## config.mk

```make
export PLATFORM = sky130hd
export DESIGN_NAME = aibnd_preclkdiv_nch
export DESIGN_NICKNAME = d
export VERILOG_FILES = /design/src/rtl/aibnd_preclkdiv_nch.sv
export SDC_FILE = /design/constraint.sdc
export NUM_CORES = 1
export LEC_CHECK = 0
export BUFFER_PORTS_ARGS = -buffer_cell sky130_fd_sc_hd__buf_2
export CAP_MARGIN = 20
export CORE_MARGIN = 2
export CORE_UTILIZATION = 45
export CTS_CLUSTER_SIZE = 12
export DETAILED_ROUTE_END_ITERATION = 8
export GPL_TIMING_DRIVEN = 0
export SYNTH_ARGS = -nofsm -noshare
export SYNTH_HDL_FRONTEND = slang
export SYNTH_SLANG_ARGS = --single-unit
```

## constraint.sdc

```tcl
create_clock -name clkin -period 2.6 [get_ports clkin]
set_input_delay 0.39 -clock clkin [delete_from_list [all_inputs] [get_ports clkin]]
set_output_delay 0.39 -clock clkin [all_outputs]
set_load 0.01 [all_outputs]
```

## src/rtl/aibnd_preclkdiv_nch.sv

```systemverilog
// Multi-channel pre-clock divider: NCH independent clkin dividers with enable/ack handshake.
// Latency: clkout/ch_ack are registered; first high phase appears 1 cycle after ch_en is sampled.
// Backpressure: none; a disabled channel drains its current period before going idle.
module aibnd_preclkdiv_nch #(
  parameter int NCH  = 4,
  parameter int DIVW = 4
) (
  input  logic                clkin,
  input  logic                reset,
  input  logic [NCH-1:0]      ch_en,
  input  logic [NCH-1:0]      ch_inv,
  input  logic [NCH*DIVW-1:0] ch_ratio,
  input  logic                sync,
  output logic [NCH-1:0]      clkout,
  output logic [NCH-1:0]      ch_ack,
  inout  wire                 vccl,
  inout  wire                 vssl
);

  typedef enum logic [1:0] {
    OFF   = 2'd0,
    RUN   = 2'd1,
    DRAIN = 2'd2
  } st_t;

  st_t            st_q    [NCH];
  st_t            st_d    [NCH];
  logic [DIVW-1:0] cnt_q   [NCH];
  logic [DIVW-1:0] cnt_d   [NCH];
  logic [DIVW-1:0] ratio_q [NCH];
  logic [DIVW-1:0] ratio_d [NCH];
  logic [DIVW-1:0] rat     [NCH];
  logic [NCH-1:0]  phase_q, phase_d;
  logic [NCH-1:0]  inv_q, inv_d;
  logic [NCH-1:0]  ack_d, clk_d;
  logic [NCH-1:0]  wrap, bnd;

  // Supply pins carry no logic; fold them into a sink so they are not flagged as dangling.
  wire unused_supply = vccl ^ vssl;

  // Per-channel ratio slice and half-period / full-period end detection.
  for (genvar g = 0; g < NCH; g++) begin : g_ch
    assign rat[g]  = ch_ratio[g*DIVW +: DIVW];
    assign wrap[g] = (cnt_q[g] == ratio_q[g]);
    assign bnd[g]  = wrap[g] && !phase_q[g];
  end

  // Next-state and next-output logic for every channel.
  always_comb begin
    for (int i = 0; i < NCH; i++) begin
      st_d[i]    = st_q[i];
      cnt_d[i]   = cnt_q[i];
      ratio_d[i] = ratio_q[i];
      phase_d[i] = phase_q[i];
      inv_d[i]   = inv_q[i];
      ack_d[i]   = 1'b0;
      case (st_q[i])
        OFF: begin
          phase_d[i] = 1'b0;
          cnt_d[i]   = '0;
          if (ch_en[i]) begin
            st_d[i]    = RUN;
            ratio_d[i] = rat[i];
            inv_d[i]   = ch_inv[i];
            phase_d[i] = 1'b1;
            ack_d[i]   = 1'b1;
          end
        end
        RUN, DRAIN: begin
          ack_d[i] = 1'b1;
          if (sync) begin
            // Alignment restart: may truncate the current period.
            cnt_d[i]   = '0;
            phase_d[i] = 1'b1;
            ratio_d[i] = rat[i];
            st_d[i]    = ch_en[i] ? RUN : DRAIN;
          end else begin
            if (wrap[i]) begin
              cnt_d[i]   = '0;
              phase_d[i] = ~phase_q[i];
            end else begin
              cnt_d[i] = DIVW'(cnt_q[i] + 1'b1);
            end
            // New ratio only takes effect on a full-period boundary.
            if (bnd[i]) ratio_d[i] = rat[i];
            if (ch_en[i]) begin
              st_d[i] = RUN;
            end else if (st_q[i] == DRAIN && bnd[i]) begin
              st_d[i]    = OFF;
              phase_d[i] = 1'b0;
              ack_d[i]   = 1'b0;
            end else begin
              st_d[i] = DRAIN;
            end
          end
        end
        default: begin
          st_d[i]    = OFF;
          phase_d[i] = 1'b0;
          cnt_d[i]   = '0;
        end
      endcase
      clk_d[i] = phase_d[i] ^ inv_d[i];
    end
  end

  // State, counters and registered outputs; reset idles every channel low.
  always_ff @(posedge clkin) begin
    if (reset) begin
      for (int i = 0; i < NCH; i++) begin
        st_q[i]    <= OFF;
        cnt_q[i]   <= '0;
        ratio_q[i] <= '0;
      end
      phase_q <= '0;
      inv_q   <= '0;
      clkout  <= '0;
      ch_ack  <= '0;
    end else begin
      for (int i = 0; i < NCH; i++) begin
        st_q[i]    <= st_d[i];
        cnt_q[i]   <= cnt_d[i];
        ratio_q[i] <= ratio_d[i];
      end
      phase_q <= phase_d;
      inv_q   <= inv_d;
      clkout  <= clk_d;
      ch_ack  <= ack_d;
    end
  end

endmodule
```

# Word level (Yosys, flattened, before mapping)

Memories as Yosys holds them, arrays and structs flattened.
Index checks and enable logic that the tools add are counted.

Reductions and logical operators: 20
Multiplexer cells: 115
Bitwise operators: 20
Add/sub/neg operators: 4
Equality and inequality tests: 12

Operators by type and width:

| kind                                                            | count |
|---|---|
| 4-bit two-way mux                                               | 32 |
| 2-bit two-way mux                                               | 24 |
| 1-bit two-way mux                                               | 43 |
| 4-bit one-hot mux with 2 select lines                           | 4 |
| 4-bit by 1-bit adder with 4-bit output, second input constant   | 4 |
| 4-bit == test                                                   | 4 |
| 1-bit one-hot mux with 2 select lines                           | 8 |
| 2-bit one-hot mux with 2 select lines                           | 4 |
| 1-bit OR                                                        | 12 |
| 2-bit by 1-bit == test with 1-bit output, second input constant | 4 |
| 2-bit == test, second input constant                            | 4 |
| 1-bit logical AND                                               | 8 |
| 2-bit zero test                                                 | 4 |
| 2-bit OR reduction                                              | 4 |
| 1-bit zero test                                                 | 4 |
| 1-bit inverter                                                  | 4 |
| 1-bit bitwise XOR                                               | 4 |

Register bits after elaboration: 16
Output and inout bits: 10
Logic and storage cells: 178
RAM bits: 40
Memories kept: 3
Input bits: 27

Memory list:

| memory  | words | width | rd ports | clocked after memory_dff | wr ports | line | RTL |
|---|---|---|---|---|---|---|---|
| cnt_q   | 4     | 4     | 4        | 0                        | 4        | 28   | `logic [DIVW-1:0] cnt_q [NCH];` |
| ratio_q | 4     | 4     | 4        | 0                        | 4        | 30   | `logic [DIVW-1:0] ratio_q [NCH];` |
| st_q    | 4     | 2     | 4        | 0                        | 4        | 26   | `st_t st_q [NCH];` |

# Depth between registers and ports, before layout

Gate-level depths: netlist of run 1.

Depth in word-level cells: 8
Mapped depth: 8

# Least setup slack after synthesis of run 1

No wires, ideal clock.

Path kind: flip-flop to flip-flop
From: memory cnt_q[2][0]
To: register clkout[2]
Buffers on the path: 0
Cell stages (with the launch flop): 9
Library setup time: 121 ps
Clock period less this slack: 1,987 ps
Arrival time: 1,867 ps
Required time: 2,479 ps
Slack: 613 ps
Cell sequence: dfxtp_1 > xnor2_1 > nand4_1 > inv_1 > ha_1 > or2_2 > a211oi_1 > a2bb2oi_1 > mux2_2

RTL lines:

| what                 | line | RTL |
|---|---|---|
| start, declared      | 28   |  |
| end signal, assigned | 127  | `clkout <= clk_d;` |
| end, declared        | 14   | `output logic [NCH-1:0] clkout,` |

==> report_table.html, run 1 <==
<table>
<tr><th>Metric</th><th>Value</th></tr>
<tr><th colspan="2">Outcome</th></tr>
<tr><td>Status</td><td>complete, no violations</td></tr>
<tr><th colspan="2">Clock tree</th></tr>
<tr><td>Clock transition at the registers of the reported paths</td><td>100 ps</td></tr>
<tr><td>Maximum number of buffers from clock root to sink</td><td>2</td></tr>
<tr><td>Count of instances resized after the clock tree is built</td><td>0</td></tr>
<tr><td>Number of clock sinks</td><td>56</td></tr>
<tr><td>Post-CTS setup buffers</td><td>0</td></tr>
<tr><td>Hold Buf Count CTS</td><td>0</td></tr>
<tr><td>Later-pin clock latency in the skew report</td><td>310 ps</td></tr>
<tr><td>Clock buffers created by TritonCTS</td><td>5</td></tr>
<tr><td>CTS tree</td><td>done</td></tr>
<tr><td>Clock H-tree levels</td><td>2</td></tr>
<tr><td>Root Buffer Master</td><td>sky130_fd_sc_hd__clkbuf_8</td></tr>
<tr><th colspan="2">STA</th></tr>
<tr><td>F_max</td><td>461 MHz</td></tr>
<tr><td>Worst clock skew</td><td>10.1 ps</td></tr>
<tr><td>Headroom to the max-slew limit</td><td>63.2%</td></tr>
<tr><td>Final TNS setup</td><td>0 ps</td></tr>
<tr><td>Number of endpoints with negative hold slack in the final report</td><td>0</td></tr>
<tr><td>Setup violators final</td><td>0</td></tr>
<tr><td>Endpoints left unconstrained</td><td>2</td></tr>
<tr><td>Max-slew violations</td><td>0</td></tr>
<tr><td>Setup repair after global routing missed its margin</td><td>no</td></tr>
<tr><td>Worst Max-Slew Pin Slew</td><td>551 ps</td></tr>
<tr><td>Fraction of the cycle the final worst path needs</td><td>83.4%</td></tr>
<tr><td>Final Critical Period</td><td>2170 ps</td></tr>
<tr><th colspan="2">Critical path</th></tr>
<tr><td>Signal arrival time at the worst endpoint</td><td>2380 ps</td></tr>
<tr><td>Critical Path Source</td><td>cnt_q[2][0]</td></tr>
<tr><td>Capturing point of the worst reg2reg path</td><td>clkout[2]</td></tr>
<tr><td>Endpoint kind of the worst setup timing path</td><td>flip-flop</td></tr>
<tr><td>Worst-path maximum fanout</td><td>4</td></tr>
<tr><td>Worst reg-to-reg setup slack</td><td>430 ps</td></tr>
<tr><td>Critical path start-end classification</td><td>reg2reg</td></tr>
<tr><td>Number of cells on the worst reg-to-reg path</td><td>7</td></tr>
<tr><td>Sort of element at the start of the critical path</td><td>flip-flop</td></tr>
<tr><td>Beginning of the worst register-to-register path</td><td>cnt_q[2][0]</td></tr>
<tr><td>Critical path capture point</td><td>clkout[2]</td></tr>
<tr><td>CP Data Required Time</td><td>2820 ps</td></tr>
<tr><th colspan="2">Floorplan</th></tr>
<tr><td>Chip Height</td><td>81.7 um</td></tr>
<tr><td>Floorplan row count</td><td>28</td></tr>
<tr><td>I/O Pins</td><td>37</td></tr>
<tr><td>Effective utilization at floorplan</td><td>46.2%</td></tr>
<tr><td>CORE AREA</td><td>5890 sq um</td></tr>
<tr><td>Die width</td><td>81.7 um</td></tr>
<tr><td>Die Footprint</td><td>6680 sq um</td></tr>
<tr><th colspan="2">Pwr</th></tr>
<tr><td>Total power of the final layout</td><td>0.00181 W</td></tr>
<tr><td>Worst VDD drop</td><td>0.000280 V</td></tr>
<tr><td>Leakage power summed over all cells</td><td>1.33 nW</td></tr>
<tr><td>Power density over the cells</td><td>590 nW/um^2</td></tr>
<tr><th colspan="2">Route</th></tr>
<tr><td>Detailed-route via count</td><td>2021</td></tr>
<tr><td>Vias/cell</td><td>4.91</td></tr>
<tr><td>Starting DRC count in detailed routing</td><td>59</td></tr>
<tr><td>Wire length per cell</td><td>12.3 um</td></tr>
<tr><td>Final ANT Viol Nets</td><td>0</td></tr>
<tr><td>Post-route DRC violation count</td><td>0</td></tr>
<tr><td>Wirelength, routed</td><td>5.09 mm</td></tr>
<tr><td>Router iterations before antenna repair</td><td>4</td></tr>
<tr><th colspan="2">Logic synthesis</th></tr>
<tr><td>Fraction of registers with async set/reset</td><td>0%</td></tr>
<tr><td>Number of distinct standard cells referenced by the synthesized netlist</td><td>32</td></tr>
<tr><td>Post-synth EDFFs</td><td>0</td></tr>
<tr><td>Syn Std Cell Area</td><td>2720 sq um</td></tr>
<tr><td>Yosys synthesis warning count</td><td>0</td></tr>
<tr><td>Sequential cell area fraction in the yosys report</td><td>41.2%</td></tr>
<tr><td>Net count after synthesis</td><td>349</td></tr>
<tr><td>Most numerous cell in the Yosys netlist</td><td>sky130_fd_sc_hd__dfxtp_1</td></tr>
<tr><td>Post-synthesis cell type with the largest combined area</td><td>sky130_fd_sc_hd__dfxtp_1</td></tr>
<tr><td>Largest cells by area after synthesis</td><td>sky130_fd_sc_hd__dfxtp_1 (41%), sky130_fd_sc_hd__ha_1 (11%), sky130_fd_sc_hd__mux2i_1 (7.7%), sky130_fd_sc_hd__nor2_1 (6.6%), sky130_fd_sc_hd__xnor2_1 (6.4%)</td></tr>
<tr><td>Leading cell types by count after synthesis</td><td>sky130_fd_sc_hd__dfxtp_1 (56), sky130_fd_sc_hd__nor2_1 (48), sky130_fd_sc_hd__ha_1 (24), sky130_fd_sc_hd__mux2i_1 (21)</td></tr>
<tr><td>Seq cells post-synth</td><td>56</td></tr>
<tr><td>Area share of the largest cell type after synthesis</td><td>41.2%</td></tr>
<tr><td>Average instance area after synthesis</td><td>9.19 sq um</td></tr>
<tr><td>Most instantiated flip-flop cell in the synthesis netlist</td><td>sky130_fd_sc_hd__dfxtp_1</td></tr>
<tr><td>Cell count after synthesis</td><td>296</td></tr>
<tr><th colspan="2">Finish</th></tr>
<tr><td>Layout Nets</td><td>389</td></tr>
<tr><td>Proportion of layout cells with a drive suffix above 1</td><td>15.4%</td></tr>
<tr><td>Area overhead of the layout relative to synthesis</td><td>12.9%</td></tr>
<tr><td>Antenna diode instance count</td><td>0</td></tr>
<tr><td>Filler Cell Count</td><td>567</td></tr>
<tr><th colspan="2">Place</th></tr>
<tr><td>Number of buffer cells added on primary ports</td><td>33</td></tr>
<tr><td>Final estimated routing congestion in global placement</td><td>0.762</td></tr>
<tr><td>Detail Placement HPWL</td><td>3.85 mm</td></tr>
<tr><th colspan="2">Global routing</th></tr>
<tr><td>Global-route wire length before repair</td><td>8.62 mm</td></tr>
<tr><td>Global-route usage over all layers</td><td>16.7%</td></tr>
<tr><td>Pin count of the biggest net entering global routing</td><td>17</td></tr>
<tr><td>Global route total overflow</td><td>0</td></tr>
<tr><td>Antenna violations before repair</td><td>0</td></tr>
<tr><td>Number of global-route vias before repair</td><td>1931</td></tr>
<tr><th colspan="2">Min path</th></tr>
<tr><td>Type of the tightest min-delay check</td><td>in2reg</td></tr>
<tr><th colspan="2">Job</th></tr>
<tr><td>Total of max-cap violations</td><td>0</td></tr>
</table>
where the power goes:
| part | internal (W) | switching (W) | total [W] |
|---|---|---|---|
| Clock | 0.000214 | 0.000283 | 0.000496 |
| Combinational | 0.000176 | 0.000193 | 0.000370 |
| Sequential | 0.000915 | 0.0000308 | 0.000946 |
layout by cell type (no fill, tap or decap), types with 2 or more instances in the layout:
| cell | count |
|---|---|
| sky130_fd_sc_hd__a211oi_1 | 3 |
| sky130_fd_sc_hd__o21ai_0 | 14 |
| sky130_fd_sc_hd__a2bb2oi_1 | 2 |
| sky130_fd_sc_hd__a211oi_2 | 2 |
| sky130_fd_sc_hd__nand2_1 | 17 |
| sky130_fd_sc_hd__xnor2_1 | 20 |
| sky130_fd_sc_hd__dfxtp_1 | 56 |
| sky130_fd_sc_hd__inv_1 | 20 |
| sky130_fd_sc_hd__mux2_2 | 3 |
| sky130_fd_sc_hd__clkbuf_8 | 6 |
| sky130_fd_sc_hd__clkbuf_1 | 3 |
| sky130_fd_sc_hd__mux2i_1 | 21 |
| sky130_fd_sc_hd__nor2_1 | 48 |
| sky130_fd_sc_hd__nor3b_1 | 5 |
| sky130_fd_sc_hd__or2_2 | 2 |
| sky130_fd_sc_hd__nor2b_1 | 18 |
| sky130_fd_sc_hd__xor2_1 | 4 |
| sky130_fd_sc_hd__a21oi_1 | 9 |
| sky130_fd_sc_hd__buf_2 | 33 |
| sky130_fd_sc_hd__nand4_1 | 4 |
| sky130_fd_sc_hd__clkinv_2 | 2 |
| sky130_fd_sc_hd__buf_4 | 2 |
| sky130_fd_sc_hd__ha_1 | 24 |
| sky130_fd_sc_hd__nand3_1 | 8 |
through the flow:
step / setup WS [ps] / hold slack, ps / cell area [sq um] / utilization [%] / cells
2_1_floorplan: 613 / 441 / 2720 / - / 296
3_3_place_gp: 422 / 462 / 2980 / 50.6 / 404
3_5_place_dp: 429 / 463 / 2980 / 50.6 / 404
4_1_cts: 401 / 304 / 3070 / 52.2 / 412
5_1_grt: 239 / 311 / 3070 / 52.2 / 412
6_report: 433 / 306 / 3070 / 52.2 / 412
metal layers:
metal	part of all wire [%]	track usage, %	vias to the layer above
li1	-	-	1057
met1	48	21.1	927
met2	46	27.7	31
met3	3.7	3.85	6
met4	1.4	6.17	0
met5	0	0	-
kinds of logic after synthesis:
logic type / count (synthesis) / synth area share (%)
flip-flops: 56 / 41.2
adder cells (fa/ha/maj): 24 / 11.0
multiplexers: 25 / 9.52
AO/OA/AOI/OAI: 36 / 8.42
buffers and inverters: 26 / 3.86
XOR/XNOR: 24 / 7.73
AND/OR/NAND/NOR: 105 / 18.2
area by class of cell:
cell class	count	area [sq um]	area share (%)
multi-input combinational	214	1490	48.6
sequential	56	1120	36.5
timing repair buffer	33	165	5.38
tap	75	93.8	3.05
clock buffer	6	82.6	2.69
inverter	20	75.1	2.44
buffer	6	30.0	0.978
clock inverter	2	10.0	0.326
worst min path at each step:
stage,start,endpoint,slack (ps),cells past startpoint
2_1_floorplan,cnt_q[3][0],cnt_q[3][0],440,1
3_3_place_gp,cnt_q[1][0],cnt_q[1][0],460,1
3_5_place_dp,cnt_q[1][0],cnt_q[1][0],460,1
4_1_cts,ch_ratio[13],ratio_q[3][1],300,3
5_1_grt,ch_ratio[3],ratio_q[0][3],310,3
6_report,ch_ratio[8],ratio_q[2][0],310,3
sequential cells by signal, indices dropped and copies added, names as in the netlist:
name / count
clkout: 4
ch_ack: 4
cnt_q: 16
phase_q: 4
st_q: 8
inv_q: 4
ratio_q: 16
critical path, cell delays in order (launching register included):
cell	delay (ps)
sky130_fd_sc_hd__dfxtp_1	410
sky130_fd_sc_hd__xnor2_1	150
sky130_fd_sc_hd__nand4_1	170
sky130_fd_sc_hd__ha_1	210
sky130_fd_sc_hd__or2_2	260
sky130_fd_sc_hd__a211oi_1	220
sky130_fd_sc_hd__a2bb2oi_1	280
sky130_fd_sc_hd__mux2_2	360
(Power assumes the default switching activity.)
==> run 2, diff against run 1 <==
--- a/config.mk
+++ b/config.mk
@@ -5,6 +5,7 @@
 export SDC_FILE = /design/constraint.sdc
 export NUM_CORES = 1
 export LEC_CHECK = 0
+export ABC_AREA = 1
 export BUFFER_PORTS_ARGS = -buffer_cell sky130_fd_sc_hd__buf_2
 export CAP_MARGIN = 20
 export CORE_MARGIN = 2
@@ -12,6 +13,7 @@
 export CTS_CLUSTER_SIZE = 12
 export DETAILED_ROUTE_END_ITERATION = 8
 export GPL_TIMING_DRIVEN = 0
+export PLACE_DENSITY = 0.67
 export SYNTH_ARGS = -nofsm -noshare
 export SYNTH_HDL_FRONTEND = slang
 export SYNTH_SLANG_ARGS = --single-unit
==> constraint.sdc (replaced) <==
create_clock -name clkin -period 1.9 [get_ports clkin]
set_input_delay 0.285 -clock clkin [delete_from_list [all_inputs] [get_ports clkin]]
set_output_delay 0.285 -clock clkin [all_outputs]
set_load 0.01 [all_outputs]
==> run 2 against run 1 <==
Power is 46% higher. Cell area increased by 3.9%. Clock power increased by 35%. Synthesized cell count up 29%.
==> report_table.html, run 2 <==
<table>
<tr><th>Metric</th><th>Value</th></tr>
<tr><th colspan="2">Outcome</th></tr>
<tr><td>Status</td><td>complete, no violations</td></tr>
<tr><th colspan="2">Logic synthesis</th></tr>
<tr><td>Yosys synthesis warning count</td><td>0</td></tr>
<tr><td>Average instance area after synthesis</td><td>7.39 sq um</td></tr>
<tr><td>Seq cells post-synth</td><td>56</td></tr>
<tr><td>Net count after synthesis</td><td>436</td></tr>
<tr><td>Number of distinct standard cells referenced by the synthesized netlist</td><td>24</td></tr>
<tr><td>Most numerous cell in the Yosys netlist</td><td>sky130_fd_sc_hd__nor2_1</td></tr>
<tr><td>Post-synth EDFFs</td><td>0</td></tr>
<tr><td>Area share of the largest cell type after synthesis</td><td>39.6%</td></tr>
<tr><td>Most instantiated flip-flop cell in the synthesis netlist</td><td>sky130_fd_sc_hd__dfxtp_1</td></tr>
<tr><td>Leading cell types by count after synthesis</td><td>sky130_fd_sc_hd__nor2_1 (87), sky130_fd_sc_hd__nand2_1 (62), sky130_fd_sc_hd__dfxtp_1 (56), sky130_fd_sc_hd__inv_1 (54), sky130_fd_sc_hd__ha_1 (24)</td></tr>
<tr><td>Syn Std Cell Area</td><td>2830 sq um</td></tr>
<tr><td>Cell count after synthesis</td><td>383</td></tr>
<tr><td>Fraction of registers with async set/reset</td><td>0%</td></tr>
<tr><td>Post-synthesis cell type with the largest combined area</td><td>sky130_fd_sc_hd__dfxtp_1</td></tr>
<tr><td>Sequential cell area fraction in the yosys report</td><td>39.6%</td></tr>
<tr><td>Largest cells by area after synthesis</td><td>sky130_fd_sc_hd__dfxtp_1 (40%), sky130_fd_sc_hd__nor2_1 (12%), sky130_fd_sc_hd__ha_1 (11%), sky130_fd_sc_hd__nand2_1 (8.2%), sky130_fd_sc_hd__inv_1 (7.2%)</td></tr>
<tr><th colspan="2">Finish</th></tr>
<tr><td>Cell area after layout</td><td>3190 sq um</td></tr>
<tr><td>Post-Layout Cell Count</td><td>500</td></tr>
<tr><td>Filler Cell Count</td><td>584</td></tr>
<tr><td>Area overhead of the layout relative to synthesis</td><td>12.8%</td></tr>
<tr><td>Proportion of layout cells with a drive suffix above 1</td><td>14.4%</td></tr>
<tr><td>Combined area of the multi-input logic cells</td><td>1460 sq um</td></tr>
<tr><td>Largest registers</td><td>cnt_q (16), ratio_q (16), st_q (8)</td></tr>
<tr><td>Antenna diode instance count</td><td>0</td></tr>
<tr><td>Most common library cell in the layout ignoring fill and taps</td><td>sky130_fd_sc_hd__nor2_1</td></tr>
<tr><td>FF/Latch Area</td><td>1130 sq um</td></tr>
<tr><td>Layout Nets</td><td>477</td></tr>
<tr><td>Commonest non-fill, non-tap cells in the layout</td><td>sky130_fd_sc_hd__nor2_1 (87), sky130_fd_sc_hd__nand2_1 (61), sky130_fd_sc_hd__inv_1 (54)</td></tr>
<tr><th colspan="2">Place</th></tr>
<tr><td>Cell count after placement</td><td>492</td></tr>
<tr><td>Detail Placement HPWL</td><td>4.05 mm</td></tr>
<tr><td>Number of buffer cells added on primary ports</td><td>34</td></tr>
<tr><td>Final estimated routing congestion in global placement</td><td>0.826</td></tr>
<tr><td>Placement-stage cell area</td><td>3090 sq um</td></tr>
<tr><th colspan="2">STA</th></tr>
<tr><td>Headroom to the max-slew limit</td><td>82.5%</td></tr>
<tr><td>Worst Max-Slew Pin Slew</td><td>260 ps</td></tr>
<tr><td>Fraction of the cycle the final worst path needs</td><td>90.8%</td></tr>
<tr><td>Setup violators final</td><td>0</td></tr>
<tr><td>Setup repair after global routing missed its margin</td><td>no</td></tr>
<tr><td>Final Critical Period</td><td>1720 ps</td></tr>
<tr><td>F_max</td><td>580 MHz</td></tr>
<tr><td>Worst clock skew</td><td>6.53 ps</td></tr>
<tr><td>Max-slew violations</td><td>0</td></tr>
<tr><td>Final TNS setup</td><td>0 ps</td></tr>
<tr><td>Endpoints left unconstrained</td><td>2</td></tr>
<tr><td>Number of endpoints with negative hold slack in the final report</td><td>0</td></tr>
<tr><th colspan="2">Global routing</th></tr>
<tr><td>Number of global-route vias before repair</td><td>2186</td></tr>
<tr><td>Pin count of the biggest net entering global routing</td><td>16</td></tr>
<tr><td>Global-route usage over all layers</td><td>16.1%</td></tr>
<tr><td>Global-route wire length before repair</td><td>9.39 mm</td></tr>
<tr><td>Global route total overflow</td><td>0</td></tr>
<tr><td>Antenna violations before repair</td><td>0</td></tr>
<tr><th colspan="2">Critical path</th></tr>
<tr><td>Cell depth of the worst setup path</td><td>11</td></tr>
<tr><td>Capturing point of the worst reg2reg path</td><td>ratio_q[0][1]</td></tr>
<tr><td>Top cell by count, worst path</td><td>sky130_fd_sc_hd__nor2_1</td></tr>
<tr><td>Signal arrival time at the worst endpoint</td><td>1930 ps</td></tr>
<tr><td>Number of buffer and inverter instances along the worst setup path</td><td>2</td></tr>
<tr><td>Sort of element at the start of the critical path</td><td>flip-flop</td></tr>
<tr><td>Critical path capture point</td><td>ratio_q[0][1]</td></tr>
<tr><td>Number of cells on the worst reg-to-reg path</td><td>11</td></tr>
<tr><td>Beginning of the worst register-to-register path</td><td>cnt_q[0][0]</td></tr>
<tr><td>Cell type group with the largest total delay on the critical path</td><td>simple AND/OR/NAND/NOR gates</td></tr>
<tr><td>Cell type of the slowest stage on the worst timing path</td><td>sky130_fd_sc_hd__dfxtp_1</td></tr>
<tr><td>Worst-path maximum fanout</td><td>5</td></tr>
<tr><td>Slowest stage delay, CP</td><td>390 ps</td></tr>
<tr><td>Worst reg-to-reg setup slack</td><td>180 ps</td></tr>
<tr><td>Critical Path Source</td><td>cnt_q[0][0]</td></tr>
<tr><td>Crit-path cells</td><td>xor2_1 &gt; nor2_1 &gt; nand2_1 &gt; inv_1 &gt; ha_1 &gt; nor3_1 &gt; nor2_1 &gt; nand2_1 &gt; inv_1 &gt; nor2_1 &gt; nor2_1</td></tr>
<tr><td>Critical path start-end classification</td><td>reg2reg</td></tr>
<tr><td>Endpoint kind of the worst setup timing path</td><td>flip-flop</td></tr>
<tr><td>CP Data Required Time</td><td>2100 ps</td></tr>
<tr><th colspan="2">Floorplan</th></tr>
<tr><td>Floorplan row count</td><td>28</td></tr>
<tr><td>I/O Pins</td><td>37</td></tr>
<tr><td>CORE AREA</td><td>5990 sq um</td></tr>
<tr><td>Effective utilization at floorplan</td><td>47.2%</td></tr>
<tr><td>Die width</td><td>83.3 um</td></tr>
<tr><td>Die Footprint</td><td>6940 sq um</td></tr>
<tr><td>Chip Height</td><td>83.3 um</td></tr>
<tr><th colspan="2">Route</th></tr>
<tr><td>WL met1</td><td>2.57 mm</td></tr>
<tr><td>Routed met3 length</td><td>287 um</td></tr>
<tr><td>Max Used Layer</td><td>met4</td></tr>
<tr><td>Router iterations before antenna repair</td><td>4</td></tr>
<tr><td>Vias/cell</td><td>4.65</td></tr>
<tr><td>Detailed-route via count</td><td>2323</td></tr>
<tr><td>Final ANT Viol Nets</td><td>0</td></tr>
<tr><td>Wire length per cell</td><td>10.6 um</td></tr>
<tr><td>Post-route DRC violation count</td><td>0</td></tr>
<tr><td>Routed wire length on met2</td><td>2.41 mm</td></tr>
<tr><td>Starting DRC count in detailed routing</td><td>86</td></tr>
<tr><td>Wirelength, routed</td><td>5.32 mm</td></tr>
<tr><th colspan="2">Clock tree</th></tr>
<tr><td>Maximum number of buffers from clock root to sink</td><td>2</td></tr>
<tr><td>Later-pin clock latency in the skew report</td><td>300 ps</td></tr>
<tr><td>Clock transition at the registers of the reported paths</td><td>100 ps</td></tr>
<tr><td>Clock H-tree levels</td><td>2</td></tr>
<tr><td>Number of clock sinks</td><td>56</td></tr>
<tr><td>Clock buffers created by TritonCTS</td><td>5</td></tr>
<tr><td>Root Buffer Master</td><td>sky130_fd_sc_hd__clkbuf_8</td></tr>
<tr><td>Hold Buf Count CTS</td><td>0</td></tr>
<tr><td>CTS tree</td><td>done</td></tr>
<tr><th colspan="2">Pwr</th></tr>
<tr><td>Leakage power summed over all cells</td><td>1.65 nW</td></tr>
<tr><td>Power density over the cells</td><td>827 nW/um^2</td></tr>
<tr><td>Worst VDD drop</td><td>0.000515 V</td></tr>
<tr><th colspan="2">Min path</th></tr>
<tr><td>Type of the tightest min-delay check</td><td>in2reg</td></tr>
<tr><th colspan="2">Job</th></tr>
<tr><td>Total of max-cap violations</td><td>0</td></tr>
</table>
[run 2: worst min-delay path by stage]
stage                 from  depth (start not counted)  slack (ps)            end
6_report       ch_ratio[9]                          3         220  ratio_q[2][1]
5_1_grt        ch_ratio[3]                          3         230  ratio_q[0][3]
4_1_cts        ch_ratio[9]                          3         220  ratio_q[2][1]
3_5_place_dp   cnt_q[3][0]                          1         460    cnt_q[3][0]
3_3_place_gp   cnt_q[3][0]                          1         460    cnt_q[3][0]
2_1_floorplan  cnt_q[3][0]                          1         440    cnt_q[3][0]
[run 2: stage by stage]
step / utilization, % / setup slack, ps / total power [W] / hold WS [ps]
after floorplan: - / 389 / 0.00184 / 440
after global routing: 53.3 / 22.4 / 0.00284 / 228
after CTS: 53.1 / 161 / 0.00267 / 218
after global placement: 51.6 / 202 / 0.00198 / 456
final: 53.3 / 175 / 0.00264 / 220
after detailed placement: 51.6 / 174 / 0.00199 / 464
[run 2: final cells by class]
class	count	area share (%)
inverters	56	6.59
plain buffers	5	1.18
multi-input cells	266	45.8
well taps	75	2.94
flip-flops and latches	56	35.3
repair buffers	34	5.33
clock buffers	8	2.82
[run 2: kinds of logic (layout without fill, tap and decap cells)]
group | after synthesis | in the layout | share of synthesized area, %
buffers and inverters | 61 | 103 | 8.76
AND/OR/NAND/NOR | 174 | 174 | 25.4
AO/OA/AOI/OAI | 44 | 44 | 8.18
XOR/XNOR | 24 | 24 | 7.43
adder cells (fa/ha/maj) | 24 | 24 | 10.6
flip-flops | 56 | 56 | 39.6
[run 2: layer usage]
layer | GRT usage [%] | up-vias
met5 | 0 | -
met4 | 4.02 | 0
met3 | 3.88 | 5
met2 | 26.8 | 38
met1 | 21.0 | 1021
li1 | - | 1259
[run 2: worst reg2reg max path, stage by stage (launching register included)]
cell and delay [ps]:
sky130_fd_sc_hd__dfxtp_1 390, sky130_fd_sc_hd__xor2_1 150, sky130_fd_sc_hd__nor2_1 50, sky130_fd_sc_hd__nand2_1 130, sky130_fd_sc_hd__inv_1 60, sky130_fd_sc_hd__ha_1 200, sky130_fd_sc_hd__nor3_1 180, sky130_fd_sc_hd__nor2_1 60
sky130_fd_sc_hd__nand2_1 150, sky130_fd_sc_hd__inv_1 110, sky130_fd_sc_hd__nor2_1 100, sky130_fd_sc_hd__nor2_1 50
[run 2: power breakdown]
| part | internal (W) | switching (W) | leakage, nW |
|---|---|---|---|
| logic | 0.000244 | 0.000385 | 1.14 |
| clock network | 0.000299 | 0.000370 | 0.0455 |
| registers | 0.00128 | 0.0000614 | 0.463 |
[run 2: what timing repair did]
action,CTS,global route
buffers inserted,0,0
endpoints found under the setup margin,0,5
resized for setup,0,5
